===== src/rtl/elevator_pkg.sv =====
// Shared parameters and types for the per-car floor request queue.
// Imported by the decoder and the queue top.
package elevator_pkg;

  localparam int NUM_FLOORS   = 7;
  localparam int FLOOR_W      = 3;
  localparam int DOOR_TIMEOUT = 255;
  localparam int TMR_W        = $clog2(DOOR_TIMEOUT + 1);

  typedef enum logic [1:0] {
    IDLE,
    ACTIVE,
    SERVICE
  } req_q_state_t;

  typedef logic [NUM_FLOORS-1:0] floor_mask_t;

endpackage


===== src/rtl/elevator_floor_decoder.sv =====
// Floor index to one-hot floor mask, with range flag.
// Out-of-range indices produce an all-zero mask.
module elevator_floor_decoder
  import elevator_pkg::*;
(
  input  logic [FLOOR_W-1:0] i_floor,
  output floor_mask_t        o_mask,
  output logic               o_in_range
);

  assign o_in_range = 32'(i_floor) < NUM_FLOORS;
  assign o_mask     = o_in_range
                    ? (floor_mask_t'(1) << i_floor)
                    : '0;

endmodule


===== src/rtl/elevator_request_queue.sv =====
// Per-car floor request queue: call capture, arrival detect,
// stop request through the door cycle, and door timeout fault.
module elevator_request_queue
  import elevator_pkg::*;
(
  input  logic               clk,
  input  logic               rst_n,
  input  logic               req_valid,
  input  logic [FLOOR_W-1:0] req_floor,
  output logic               req_ready,
  output logic               req_err,
  input  logic [FLOOR_W-1:0] car_floor,
  input  logic               car_floor_stb,
  input  logic               door_done,
  output floor_mask_t        queue_status,
  output logic               queue_empty,
  output logic               stop_req,
  output logic               door_fault
);

  req_q_state_t     r_state;
  floor_mask_t      r_queue;
  logic [TMR_W-1:0] r_timer;
  logic             r_stop;
  logic             r_ready;
  logic             r_err;
  logic             r_fault;

  floor_mask_t w_req_mask;
  floor_mask_t w_car_mask;
  floor_mask_t w_set;
  floor_mask_t w_clr;
  floor_mask_t w_q_nxt;
  logic        w_req_in;
  logic        w_car_in;
  logic        w_acc;
  logic        w_same;
  logic        w_car_hit;
  logic        w_exp;
  logic        w_exit;

  elevator_floor_decoder u_req_dec (
    .i_floor    (req_floor),
    .o_mask     (w_req_mask),
    .o_in_range (w_req_in)
  );

  elevator_floor_decoder u_car_dec (
    .i_floor    (car_floor),
    .o_mask     (w_car_mask),
    .o_in_range (w_car_in)
  );

  assign w_acc     = req_valid & r_ready;
  assign w_same    = w_req_in & (req_floor == car_floor);
  assign w_car_hit = w_car_in & (|(r_queue & w_car_mask));
  assign w_exp     = r_timer == TMR_W'(DOOR_TIMEOUT - 1);
  assign w_exit    = (r_state == SERVICE) & (door_done | w_exp);

  // A call for the floor the car is standing at is absorbed, not stored
  always_comb begin
    w_set = '0;
    if (w_acc && w_req_in) begin
      unique case (r_state)
        IDLE:    if (!w_same) w_set = w_req_mask;
        ACTIVE:  w_set = w_req_mask;
        SERVICE: if (!w_same) w_set = w_req_mask;
        default: w_set = '0;
      endcase
    end
  end

  assign w_clr   = w_exit ? w_car_mask : '0;
  assign w_q_nxt = (r_queue | w_set) & ~w_clr;

  always_ff @(posedge clk or negedge rst_n) begin
    if (!rst_n) begin
      r_state <= IDLE;
      r_queue <= '0;
      r_timer <= '0;
      r_stop  <= 1'b0;
      r_ready <= 1'b0;
      r_err   <= 1'b0;
      r_fault <= 1'b0;
    end else begin
      r_ready <= 1'b1;
      r_err   <= w_acc & ~w_req_in;
      r_queue <= w_q_nxt;
      unique case (r_state)
        IDLE: begin
          if (w_acc && w_req_in) begin
            if (w_same) begin
              r_state <= SERVICE;
              r_stop  <= 1'b1;
              r_timer <= '0;
            end else begin
              r_state <= ACTIVE;
            end
          end
        end
        ACTIVE: begin
          if (car_floor_stb && w_car_hit) begin
            r_state <= SERVICE;
            r_stop  <= 1'b1;
            r_timer <= '0;
          end
        end
        SERVICE: begin
          if (w_exit) begin
            r_stop  <= 1'b0;
            r_state <= (|w_q_nxt) ? ACTIVE : IDLE;
            if (w_exp && !door_done) r_fault <= 1'b1;
          end else if (r_timer != '1) begin
            r_timer <= r_timer + 1'b1;
          end
        end
        default: begin
          r_state <= IDLE;
          r_stop  <= 1'b0;
        end
      endcase
    end
  end

  assign req_ready    = r_ready;
  assign req_err      = r_err;
  assign queue_status = r_queue;
  assign queue_empty  = ~|r_queue;
  assign stop_req     = r_stop;
  assign door_fault   = r_fault;

endmodule


===== config.mk =====
export PLATFORM = sky130hd
export DESIGN_NAME = elevator_request_queue
export DESIGN_NICKNAME = d
export VERILOG_FILES = /design/src/rtl/elevator_pkg.sv /design/src/rtl/elevator_floor_decoder.sv /design/src/rtl/elevator_request_queue.sv
export SDC_FILE = /design/constraint.sdc
export NUM_CORES = 1
export LEC_CHECK = 0
export CORE_MARGIN = 2
export CORE_UTILIZATION = 53
export CTS_CLUSTER_SIZE = 30
export DETAILED_ROUTE_END_ITERATION = 10
export PLACE_DENSITY_LB_ADDON = 0.15
export SYNTH_ARGS = -nofsm -noshare
export SYNTH_HDL_FRONTEND = slang
export SYNTH_SLANG_ARGS = --single-unit

===== constraint.sdc =====
create_clock -name clk -period 2.6 [get_ports clk]
set_input_delay 0.52 -clock clk [delete_from_list [all_inputs] [get_ports clk]]
set_output_delay 0.52 -clock clk [all_outputs]
set_load 0.01 [all_outputs]

==> metrics.txt, run 1 <==
Top Metal Used met4; first-pass GRT wire length 6.46 mm; die width 56.1 µm; antenna-violating nets left 0; RR Endpoint r_timer[1]; post_cts resized 0; synth warn 0; P&R area growth vs syn 24.4%; gr ovfl total 0; routed wire length 3.82 mm; Worst slew margin 65.3%; Synth cell types 47; Total GRT Usage 25.5%; Num CTS Buffers 3; Layout Skew 0.00474 ns; slowest stage delay, CP 0.47 ns; R2R depth 6; worst path cell trace clkdlybuf4s50_1 > buf_4 > nand3b_1 > o21ai_0 > a221oi_2 > o311ai_2 > o2111a_4 > mux2_4; Iter 0 DRT Violations 65; vias after detailed routing 1453; worst min-delay path category reg2reg; Layout Utilization 71.0%; Post-CTS Setup Bufs 0; CTS tree built; estimated wirelength of the detail-placed design 2.96 mm; Power Dens Cells 770 nW/µm²; Fmax 0.425 GHz; DR WL met3 204 µm; core area 2520 µm²; CP Launch Point car_floor[2]; Syn Area/Cell 8.68 µm²; Setup crit start kind primary input; number of global-route vias before repair 1422; Tightest Pin Transition 0.516 ns; Slowest-stage cell, CP clkdlybuf4s50_1; routed vias/inst 6.32; period utilization 90.4%; Synthesized Nets 179; Final Hold Fails 0; CP required 2.80 ns; drt first pass iters 4; Worst Path Arrival 2.55 ns; Initial Util 57.1%; fin nets 214; VDD IR max 0.543 mV; die area 3150 µm²; register bit total from synthesis 21; Mapped Cells 166; Max-cap violations 0; I/O pins 23; DR WL met2 1.66 mm; DR WL/cell 16.6 µm; final slew viol count 0; Final Setup Violations 0; Main synth FF type dfrtp_1; reg2reg start r_timer[0]; Worst setup endpoint r_timer[1]; pin count of the biggest net entering global routing 22; crit path capture type register; Finished Cell Area 1790 µm²; reg2reg setup slack 0.49 ns; EDFF count, synth 0; Die Y 56.1 µm; Post-Syn Area 1440 µm²; crit-path max FO 7; setup TNS 0 ns; layout cell share with drive strength beyond 1 14.0%; H-tree Lvls 1; antenna cells 0; register area share after synthesis 36.5%; Clock transition at path regs 0.12 ns; IO Port Bufs 22; initial antenna violation count 0; final worst setup slack 0.249 ns; number of remaining DRC errors 0; Post-DP Area 1760 µm²; ys async rst share 100%; Setup Slack @ Placement -0.0604 ns; worst skew pair latency 0.30 ns; clk buf depth 2; RSZ-0062 raised after global routing no; Hold Buf Count CTS 0; Tmin final 2.35 ns; leakage 0.759 nW; clk sink count 21; Placer Congestion 0.928; status finished clean; critical path type in2reg; Root Driver clkbuf_4; WL met1 1.89 mm; # rows 18
worst max-delay path: cells and delay by family:
kind | cells | cell delay (ns)
buf+inv | 2 | 0.66
simple gates | 1 | 0.15
compound gates | 4 | 0.92
mux | 1 | 0.30
per-stage QoR:
stage                     instances  total power, mW  hold slack, ns
final                           230             1.38           0.473
after global routing            230             1.47           0.508
after CTS                       230             1.38           0.480
after detailed placement        226             1.21           0.447
after global placement          226             1.19           0.448
after floorplan                 166            0.916           0.224
flip-flops by register name, summed over array words and instances, names as in the netlist:
register	cells
req_err	1
queue_status	7
door_fault	1
req_ready	1
r_state	2
r_timer	8
stop_req	1
final cells by class:
type                       count  area, µm²
inverter                       8       30.0
clock inverter                 1       5.00
tap                           30       37.5
clock buffer                   3       22.5
sequential                    21        526
multi-input combinational    129        831
fill                         201        731
timing repair buffer          38        340
where the power goes:
part / total, mW / leakage [nW] / switching, mW / internal, mW
clock: 0.162 / 0.0177 / 0.105 / 0.0573
combinational: 0.662 / 0.477 / 0.323 / 0.339
sequential: 0.555 / 0.264 / 0.139 / 0.416
total: 1.38 / 0.759 / 0.567 / 0.812
cell usage after synthesis (all sizes together) (2+ instances only):
cell type,number,share of area (%)
nand4,4,1.7
a2bb2oi,2,1.2
a31o,2,1.2
o22a,2,1.2
a41oi,4,2.4
a311oi,2,1.2
mux2i,3,2.1
a31oi,10,4.3
a21oi,7,2.4
nand3,8,2.8
and3,6,2.6
nand2b,3,1.3
nand2,14,3.6
nor2,15,3.9
nor4,5,2.2
inv,8,2.1
ha,2,1.7
dfrtp,21,36
xnor2,3,1.8
buf,7,3.5
nor2b,3,1.8
o21ai,9,3.1
nor3,6,2.1
cells by family after synthesis:
family                     share of synthesized area, %
and+or+nand+nor                                    24.1
AOI/OAI and AO/OA                                  26.7
DFF                                                36.5
buffers and inverters                              5.82
muxes                                              3.13
xor gates and xnor gates                           1.82
adders and majority gates                          1.74
other                                             0.260
worst min path at each step:
stage	startpoint	endpoint	slack (ns)	depth (start not counted)
floorplan	rst_n	door_fault	0.22	0
global placement	door_fault	door_fault	0.45	1
detailed placement	door_fault	door_fault	0.45	1
CTS	door_fault	door_fault	0.48	1
global route	door_fault	door_fault	0.51	1
finish	door_fault	door_fault	0.47	1
layer usage:
layer / vias to the layer above / track usage [%]
li1: 703 / -
met2: 55 / 38.5
met5: - / 0
met3: 6 / 3.72
met1: 689 / 37.5
met4: 0 / 7.48
layout by cell type, fill, tap and decap left out, types with 3 or more instances in the layout:
| cell type | instances |
|---|---|
| a21oi_1 | 7 |
| a31oi_1 | 10 |
| a41oi_1 | 4 |
| and3_1 | 6 |
| buf_4 | 16 |
| clkbuf_4 | 3 |
| clkdlybuf4s50_1 | 22 |
| dfrtp_1 | 21 |
| inv_1 | 8 |
| mux2i_1 | 3 |
| nand2_1 | 14 |
| nand2b_1 | 3 |
| nand3_1 | 8 |
| nand4_1 | 4 |
| nor2_1 | 15 |
| nor3_1 | 6 |
| nor4_1 | 5 |
| o21ai_0 | 8 |
| xnor2_1 | 3 |
Note: power is estimated with default switching activity, not from simulation.
==> inputs of run 2 (changes only) <==
--- a/config.mk
+++ b/config.mk
@@ -5,6 +5,7 @@
 export SDC_FILE = /design/constraint.sdc
 export NUM_CORES = 1
 export LEC_CHECK = 0
+export ABC_CLOCK_PERIOD_IN_PS = 2600
 export CORE_MARGIN = 2
 export CORE_UTILIZATION = 53
 export CTS_CLUSTER_SIZE = 30
==> results of run 2 <==
The final DEF is identical to that of run 1; final timing and power are the same.
==> RTL change: new RTL, config.mk and constraints of run 1 <==
Put one more register stage on the output `req_err`, without a reset. The value now appears one clock later. The other outputs are not delayed to match.
--- a/src/rtl/elevator_request_queue.sv
+++ b/src/rtl/elevator_request_queue.sv
@@ -123,7 +123,9 @@
   end
 
   assign req_ready    = r_ready;
-  assign req_err      = r_err;
+  always_ff @(posedge clk) begin
+    req_err <= r_err;
+  end
   assign queue_status = r_queue;
   assign queue_empty  = ~|r_queue;
   assign stop_req     = r_stop;
Behaviour: not the same (Yosys sat finds a counterexample within 4 cycles, from zero or initial values and one cycle with rst_n low).
==> RTL change against run 1 <==
- synthesized area down 3.8%
- setup slack better by 12 ps
- power up 1.2%
- die area down 3.5%
- fmax up 0.49%
- count of clock-buffer cells in the layout up 1
- largest cell class unchanged
- sequential cell count up 1
- design area down 3.9%
- routed wire length down 3.8%
==> RTL change: results (changes against run 1) <==
* VDD IR max at 0.714 mV (+32%)
* Final estimated routing congestion in global placement at 0.920 (-0.84%)
* Worst Hold Path Cells at 0 (-1)
* Final non-filler cell total at 218 (-5.2%)
* Post-Place Cells at 214 (-5.3%)
* Synth Area in XOR/XNOR at 5.69% (+3.9 points)
* Pre-CTS setup slack at -13.6 ps (+46.7 ps)
* Met1 Track Usage GR at 30.2% (-7.3 points)
* Avg Cell Area, Syn at 8.77 um2 (+1.0%)
* Dpl hpwl at 2780 um (-6.4%)
* Status: finished clean
* Compound-Gate Fraction of Synth Area at 20.0% (-6.7 points)
* Wire length on met2 at 1900 um (+14%)
* Reg2Reg Depth at 8 (+2)
* DR vias at 1352 (-7.0%)
* Combinational share of power at 45.6% (-2.4 points)
* Power Density at 810 nW/um2 (+5.3%)
* Top Usage Layer GRT: met2
* Distinct cells, synth at 45 (-4.3%)
* Met1 wire length at 1520 um (-20%)
* M2 GR Usage at 52.0% (+13 points)
* Post-synthesis mux area share at 3.79% (+0.67 points)
* Post-Synth Adder-Cell Area at 1.81% (+0.069 points)
* Fin nets at 202 (-5.6%)
* M3 GR Usage at 2.69% (-1.0 points)
* Ys async rst share at 95.5% (-4.5 points)
* Signal arrival time at the worst endpoint at 1820 ps (-730 ps)
* Synth top cells by count: 21 x dfrtp_1, 17 x nor2_1, 13 x nand3_1
* Area contributors post-synth: dfrtp_1 38%, nand3_1 4.7%, nor2_1 4.6%
* Net Count, Synth at 171 (-4.5%)
* Share of layout cells above drive strength 1 at 11.2% (-2.8 points)
* Clk_lat worst skew at 310 ps
* Cell Area, Placed at 1690 um2 (-4.4%)
* Final worst path period need at 2340 ps (-11.5 ps)
* CTS resizes at 1 (+1)
* Max FFs per register at 8 (unchanged)
* Clock-net power at 0.191 mW (+18%)
* First-pass GRT wire length at 5690 um (-12%)
* LEAKAGE at 0.760 nW (+0.21%)
* WL met3 at 197 um (-3.4%)
* Global Route Usage Sum at 26.6% (+1.1 points)
* P_sw at 0.575 mW (+1.4%)
* Clk_skew at 9.08 ps (+4.34 ps)
* Initial DRC count at 37 (-43%)
* Seq/Total Area, Yosys at 39.4% (+2.9 points)
* Vias in the first global route at 1308 (-8.0%)
* Final hold slack at 359 ps (-114 ps)
* Largest fanout on the critical path at 5 (-2)
* Detailed Route WL at 3670 um (-3.8%)
[RTL change: critical path, cell delays in order, from the launching register on]
cell           delay (ps)
dfrtp_1               450
or4_1                 550
nor4_1                190
dlygate4sd2_1         320
[RTL change: path summary, 6_finish.rpt]
| kind | end | start |
|---|---|---|
| min in group asynchronous | r_timer[7] | rst_n |
| max in group asynchronous | queue_status[6] | rst_n |
| setup / recovery | queue_empty | queue_status[4] |
| hold reg to reg | req_err | r_err |
| hold / removal | req_err | r_err |
| setup reg to reg | r_state[0] | r_timer[0] |
[RTL change: cells by family after synthesis]
group	after synthesis
XOR/XNOR	9
AO/OA/AOI/OAI	39
multiplexers	4
buffers and inverters	17
other	1
flip-flops	22
adder cells (fa/ha/maj)	2
AND/OR/NAND/NOR	64
[RTL change: area by class of cell]
type | instances | area (um2)
clock buffers | 4 | 36.3
repair buffers | 34 | 309
flip-flops and latches | 22 | 546
inverters | 9 | 33.8
well taps | 30 | 37.5
multi-input cells | 119 | 759
fillers | 206 | 756
